[config.mk]
export PLATFORM = sky130hd
export DESIGN_NAME = block_scroller
export DESIGN_NICKNAME = d
export VERILOG_FILES = /design/src/rtl/block_scroller_pkg.sv /design/src/rtl/block_scroller_shape_lfsr.sv /design/src/rtl/block_scroller.sv
export SDC_FILE = /design/constraint.sdc
export NUM_CORES = 1
export LEC_CHECK = 0
export CORE_MARGIN = 2
export CORE_UTILIZATION = 59
export CTS_CLUSTER_SIZE = 8
export DETAILED_ROUTE_END_ITERATION = 7
export GPL_ROUTABILITY_DRIVEN = 0
export PLACE_DENSITY = 0.84
export SLEW_MARGIN = 25
export SYNTH_ARGS = -nofsm -noshare
export SYNTH_HDL_FRONTEND = slang
export SYNTH_HIERARCHICAL = 1
export SYNTH_SLANG_ARGS = --single-unit
[constraint.sdc]
create_clock -name CLK -period 9 [get_ports CLK]
set_clock_uncertainty 0.1 [all_clocks]
set_input_delay 1.8 -clock CLK [delete_from_list [all_inputs] [get_ports CLK]]
set_output_delay 1.8 -clock CLK [all_outputs]
set_load 0.01 [all_outputs]
[src/rtl/block_scroller_pkg.sv]
// Shared constants and state encoding for the obstacle scroller and its shape generator.
package block_scroller_pkg;

  localparam int COORD_W    = 10;   // coordinate length
  localparam int SHAPE_W    = 4;    // shape-encode length
  localparam int SCREEN_W   = 640;  // visible width, doubles as off-screen X
  localparam int NUM_SHAPES = 11;   // legal shape codes 0..NUM_SHAPES-1
  localparam int BLOCK_W    = 32;   // obstacle pixel width used by the renderer

  typedef enum logic [1:0] {
    IDLE,
    UPDATE,
    SPAWN
  } state_t;

endpackage

[src/rtl/block_scroller_shape_lfsr.sv]
// Free-running 8-bit Fibonacci LFSR (taps 8,6,5,4) folded into a legal shape code.
module shape_lfsr
  import block_scroller_pkg::*;
#(
  parameter int SHAPE_W    = block_scroller_pkg::SHAPE_W,
  parameter int NUM_SHAPES = block_scroller_pkg::NUM_SHAPES
) (
  input  logic               CLK,
  input  logic               RST,
  output logic [SHAPE_W-1:0] SHAPE
);

  logic [7:0] lfsr;
  logic [3:0] v;

  always_ff @(posedge CLK or posedge RST) begin
    if (RST) lfsr <= 8'hA5;
    else     lfsr <= {lfsr[6:0], lfsr[7] ^ lfsr[5] ^ lfsr[4] ^ lfsr[3]};
  end

  // One conditional subtract maps 0..15 onto 0..10 since 15-11 < 11.
  assign v     = lfsr[3:0];
  assign SHAPE = SHAPE_W'((v >= 4'(NUM_SHAPES)) ? v - 4'(NUM_SHAPES) : v);

endmodule

[src/rtl/block_scroller.sv]
// Scrolls obstacle slots left once per accepted frame tick, one slot per cycle,
// then optionally spawns a new obstacle at the right edge.
module block_scroller
  import block_scroller_pkg::*;
#(
  parameter int COORD_W    = block_scroller_pkg::COORD_W,
  parameter int SHAPE_W    = block_scroller_pkg::SHAPE_W,
  parameter int NUM_SLOTS  = 4,
  parameter int SCREEN_W   = block_scroller_pkg::SCREEN_W,
  parameter int PLAYER_X   = 160,
  parameter int SPAWN_GAP  = 200,
  parameter int NUM_SHAPES = block_scroller_pkg::NUM_SHAPES
) (
  input  logic                         CLK,
  input  logic                         RST,
  input  logic                         FRAME_TICK,
  input  logic                         RUN,
  input  logic [2:0]                   SPEED,
  output logic [NUM_SLOTS*COORD_W-1:0] BLOCK_X,
  output logic [NUM_SLOTS*SHAPE_W-1:0] BLOCK_SHAPE,
  output logic [NUM_SLOTS-1:0]         BLOCK_VALID,
  output logic                         BUSY,
  output logic                         PASS_PULSE
);

  localparam int                 IDX_W    = (NUM_SLOTS > 1) ? $clog2(NUM_SLOTS) : 1;
  localparam logic [IDX_W-1:0]   LAST_IDX = IDX_W'(NUM_SLOTS - 1);
  localparam logic [COORD_W-1:0] X_OFF    = COORD_W'(SCREEN_W);
  localparam logic [COORD_W-1:0] X_SPAWN  = COORD_W'(SCREEN_W - 1);
  localparam logic [COORD_W-1:0] X_PLAYER = COORD_W'(PLAYER_X);
  localparam logic [COORD_W-1:0] GAP_MIN  = COORD_W'(SPAWN_GAP);

  state_t state, state_nxt;

  logic [IDX_W-1:0]   idx;
  logic [2:0]         speed_q;
  logic [COORD_W-1:0] gap;
  logic               busy_q;
  logic               pass_q;
  logic [COORD_W-1:0] x_q     [NUM_SLOTS];
  logic [SHAPE_W-1:0] shape_q [NUM_SLOTS];
  logic [NUM_SLOTS-1:0] valid_q;

  logic [SHAPE_W-1:0] shape;

  shape_lfsr #(
    .SHAPE_W   (SHAPE_W),
    .NUM_SHAPES(NUM_SHAPES)
  ) u_shape_lfsr (
    .CLK  (CLK),
    .RST  (RST),
    .SHAPE(shape)
  );

  // NOTE: every flop here updates with <= so all registers see pre-edge values.
  always_ff @(posedge CLK or posedge RST) begin
    if (RST) begin
      state  <= IDLE;
      busy_q <= 1'b0;
    end else begin
      state  <= state_nxt;
      busy_q <= (state_nxt != IDLE);
    end
  end

  // NOTE: every always_comb output is assigned a default first, so no latch is inferred.
  always_comb begin
    state_nxt = state;
    case (state)
      IDLE:    if (FRAME_TICK && RUN) state_nxt = UPDATE;
      UPDATE:  if (idx == LAST_IDX)   state_nxt = SPAWN;
      SPAWN:   state_nxt = IDLE;
      default: state_nxt = IDLE;
    endcase
  end

  // Per-slot move/retire decision for the slot addressed by idx.
  logic [COORD_W-1:0] cur_x, new_x;
  logic               cur_v, retire, pass_now;

  always_comb begin
    cur_x    = x_q[idx];
    cur_v    = valid_q[idx];
    retire   = cur_v && (cur_x < COORD_W'(speed_q));
    new_x    = retire ? '0 : cur_x - COORD_W'(speed_q);
    pass_now = cur_v && (cur_x >= X_PLAYER) && (new_x < X_PLAYER);
  end

  // Spawn decision: saturating gap and lowest-index free slot.
  logic [COORD_W:0]   gap_wide;
  logic [COORD_W-1:0] gap_sum;
  logic [IDX_W-1:0]   free_idx;
  logic               free_found, spawn_ok;

  always_comb begin
    gap_wide   = {1'b0, gap} + (COORD_W+1)'(speed_q);
    gap_sum    = gap_wide[COORD_W] ? '1 : gap_wide[COORD_W-1:0];
    free_idx   = '0;
    free_found = 1'b0;
    for (int i = NUM_SLOTS - 1; i >= 0; i--) begin
      if (!valid_q[i]) begin
        free_idx   = IDX_W'(i);
        free_found = 1'b1;
      end
    end
    spawn_ok = free_found && (gap_sum >= GAP_MIN);
  end

  always_ff @(posedge CLK or posedge RST) begin
    if (RST) begin
      // NOTE: the slot array is small and drives outputs directly, so it takes the async reset.
      for (int i = 0; i < NUM_SLOTS; i++) begin
        x_q[i]     <= X_OFF;
        shape_q[i] <= '0;
      end
      valid_q <= '0;
      idx     <= '0;
      speed_q <= '0;
      gap     <= GAP_MIN;
      pass_q  <= 1'b0;
    end else begin
      pass_q <= 1'b0;
      case (state)
        IDLE: begin
          if (FRAME_TICK && RUN) begin
            speed_q <= SPEED;
            idx     <= '0;
          end
        end
        UPDATE: begin
          if (cur_v) begin
            x_q[idx] <= retire ? X_OFF : new_x;
            if (retire) valid_q[idx] <= 1'b0;
          end
          pass_q <= pass_now;
          idx    <= idx + 1'b1;
        end
        SPAWN: begin
          if (spawn_ok) begin
            x_q[free_idx]     <= X_SPAWN;
            shape_q[free_idx] <= shape;
            valid_q[free_idx] <= 1'b1;
            gap               <= '0;
          end else begin
            gap <= gap_sum;
          end
        end
        default: ;
      endcase
    end
  end

  for (genvar g = 0; g < NUM_SLOTS; g++) begin : g_pack
    assign BLOCK_X[g*COORD_W +: COORD_W]     = x_q[g];
    assign BLOCK_SHAPE[g*SHAPE_W +: SHAPE_W] = shape_q[g];
  end

  assign BLOCK_VALID = valid_q;
  assign BUSY        = busy_q;
  assign PASS_PULSE  = pass_q;

endmodule

==> results.yml <==
placement:
  dpl.hpwl_microns: 8180
  place_ws_ns: 5.27
  dp_cells: 561
  port_buffers: 68
clocking:
  cts_tree: "yes"
  clk_pin_slew_ns: 0.08
  cts.sinks: 87
  cts_root_buffer: "clkbuf_8"
  cts_buffer_depth: 2
  cts_setup_buffers: 0
  cts_buffers: 9
  htreeDepth: 3
  cts_hold_buf: 0
  insertion_delay_ns: 0.36
  post_cts_resized: 0
cells_and_area:
  layout_common_cells: "dfrtp_1, clkdlybuf4s50_1, nand2_1"
  drive_gt1_frac: 0.158
  regArea_sq_um: 2200
  final_core_util: 0.725
  fillers: 535
  fin_nets: 490
  num_antenna_cells: 0
  area_delta_synth_final_pct: 20.5
  stdcell_count: 577
  multi_input_area_sq_um: 2230
  layout_commonest_cell: "dfrtp_1"
route:
  wirelength_microns: 11800
  firstDrtPassIters: 5
  drtAntennaViolNets: 0
  wl_per_cell_microns: 20.4
  drtIter0Drc: 386
  vias_per_cell: 6.45
  dr_total_vias: 3720
  drc_errors: 0
power_and_ir_drop:
  total_power_uw: 1100
  vdd_ir_drop_max_mv: 0.117
  p_per_area_nw_per_um2: 200
  pwr-share-clk: 0.260
  p_int_uw: 696
  p_leak_uw: 0.00240
  sw_frac_of_total: 0.370
  switchingPower_uw: 409
  seqPwrFrac: 0.434
  p_comb_frac: 0.306
sta:
  setup_violations: 0
  setup_tns_ns: 0
  max_freq_mhz: 269
  drv_slew: 0
  hold_viol: 0
  slew_headroom: 0.405
  finalCriticalPeriod_ns: 3.72
  rsz0062_at_grt: "false"
  finalCritPeriodShare: 0.414
  worst_pin_slew_ns: 0.892
  postLayoutSetupSlackWorst_ns: 5.28
setup_path:
  timing.rr.end: "BLOCK_VALID[0]"
  setup.worst_path.start_class: "flop"
  endpoint_kind: "flop"
  regToRegSetupSlack_ns: 5.28
  max_stage_delay_ns: 0.93
  worstReg2RegStart: "idx[0]"
  cpMaxStageDelayCell: "dfrtp_1"
  arrival_ns: 3.88
  worstPathMaxFanout: 16
  rr_worst_depth: 10
  crit_chain: "mux4_2 -> inv_1 -> ha_1 -> fa_1 -> inv_1 -> a21oi_1 -> and4_1 -> and2_1 -> nand2_1 -> a21o_1"
  required_ns: 9.16
  path_class: "flop to flop"
  path_common_cell: "inv_1"
logic_synthesis:
  synthFlopType: "dfrtp_1"
  syn_avg_cell_area_sq_um: 11.3
  ys_seq_area_frac: 0.480
  synth_seq_cells: 87
  synth.top_cell.area_share: 0.394
  synth.distinct_cells: 64
  yosys_warnings: 6
  syn_nets: 425
  synthesis.instances: 405
  netlist_area_sq_um: 4580
  async_flop_share: 1.00
  synthTopCellsByArea: "dfrtp_1, dfstp_2, mux4_2"
  synth-edff-count: 0
  synth_area_leader_cell: "dfrtp_1"
min_path:
  worst_hold_path.num_cells: 0
  hold_class: "flop to flop"
  min_to: "u_shape_lfsr/lfsr[7]"
  hold_path_startpoint: "u_shape_lfsr/lfsr[6]"
die:
  die_area_sq_um: 8480
  rows: 32
  die_width_microns: 92.1
  start_util: 0.601
  die_y_microns: 92.1
  core_sq_um: 7610
  io_pins: 69
global_routing:
  grt_pass1_vias: 3786
  grt_usage: 0.297
  overflow: 0
  antenna_found_initial: 0
  grt_pass1_wl_microns: 19500
  grt_max_degree: 80
flow_run:
  max-cap-violations: 0
run_status:
  status: "completed"
cell families after synthesis:
| logic type | share of synthesized area |
|---|---|
| adder cells (fa/ha/maj) | 0.0388 |
| AO/OA/AOI/OAI | 0.167 |
| buffers and inverters | 0.0334 |
| XOR/XNOR | 0.0153 |
| flip-flops | 0.480 |
| AND/OR/NAND/NOR | 0.153 |
| multiplexers | 0.113 |
critical path, delay by kind of cell, from the launching register on:
kind	cells	cell delay, ns
AND/OR/NAND/NOR	3	0.99
flip-flops	1	0.93
multiplexers	1	0.59
AO/OA/AOI/OAI	2	0.48
adder cells (fa/ha/maj)	2	0.40
buffers and inverters	2	0.13
registers in the layout (all words and copies together), names as in the netlist:
register           flops
speed_q                3
idx                    2
PASS_PULSE             1
gap                   10
state                  2
BLOCK_X               40
BLOCK_SHAPE           16
BLOCK_VALID            4
BUSY                   1
u_shape_lfsr/lfsr      8
metal layers:
layer / wire length [microns] / track usage
met1: 4720 / 0.390
met3: 899 / 0.0526
met2: 5840 / 0.492
met4: 324 / 0.119
met5: 0 / 0
Yosys cell counts, types with 4 or more instances:
master     number
a211o_1         4
a211oi_1        7
a21oi_1        10
a2bb2oi_1       8
and3_1          6
buf_4           5
clkbuf_1        6
dfrtp_1        72
dfstp_2        15
ha_1           11
inv_1          16
mux2_2          8
mux2_4          9
mux4_2         12
nand2_1        35
nand2b_1        5
nand3_1        15
nand4_1         5
nor2_1         26
nor2b_1         5
nor3_1          9
o21ai_0        23
o22a_1         15
or3_1           6
xnor2_1         6
per-stage QoR:
step,instance area (sq um),hold WS (ns)
finish,5510,0.290
global route,5510,0.307
CTS,5510,0.284
detailed placement,5300,0.260
global placement,5300,0.235
floorplan,4580,0.233
how the worst max path moves through the flow:
| stage | cells after the start | slack [ns] | start | end |
|---|---|---|---|---|
| 2_1_floorplan | 1 | 5.09 | RST | BLOCK_SHAPE[0] |
| 3_3_place_gp | 10 | 5.50 | idx[0] | BLOCK_VALID[0] |
| 3_5_place_dp | 10 | 5.27 | idx[0] | BLOCK_VALID[0] |
| 4_1_cts | 10 | 5.25 | idx[0] | BLOCK_VALID[0] |
| 5_1_grt | 10 | 4.93 | idx[0] | BLOCK_VALID[0] |
| 6_report | 10 | 5.28 | idx[0] | BLOCK_VALID[0] |
power groups by stage:
stage                     Sequential [uW]  Clock, uW  Combinational [uW]
after detailed placement              487          0                 326
after floorplan                       450          0                 290
after global placement                483          0                 315
after CTS                             479        289                 333
after global routing                  488        301                 374
final                                 479        287                 338
area by class of cell:
cell class | count | area share
clock inverter | 4 | 0.00976
clock buffer | 12 | 0.0281
sequential | 87 | 0.398
inverter | 16 | 0.0109
tap | 102 | 0.0232
multi-input combinational | 287 | 0.404
timing repair buffer | 69 | 0.126
Note: power is estimated with default switching activity, not from simulation.
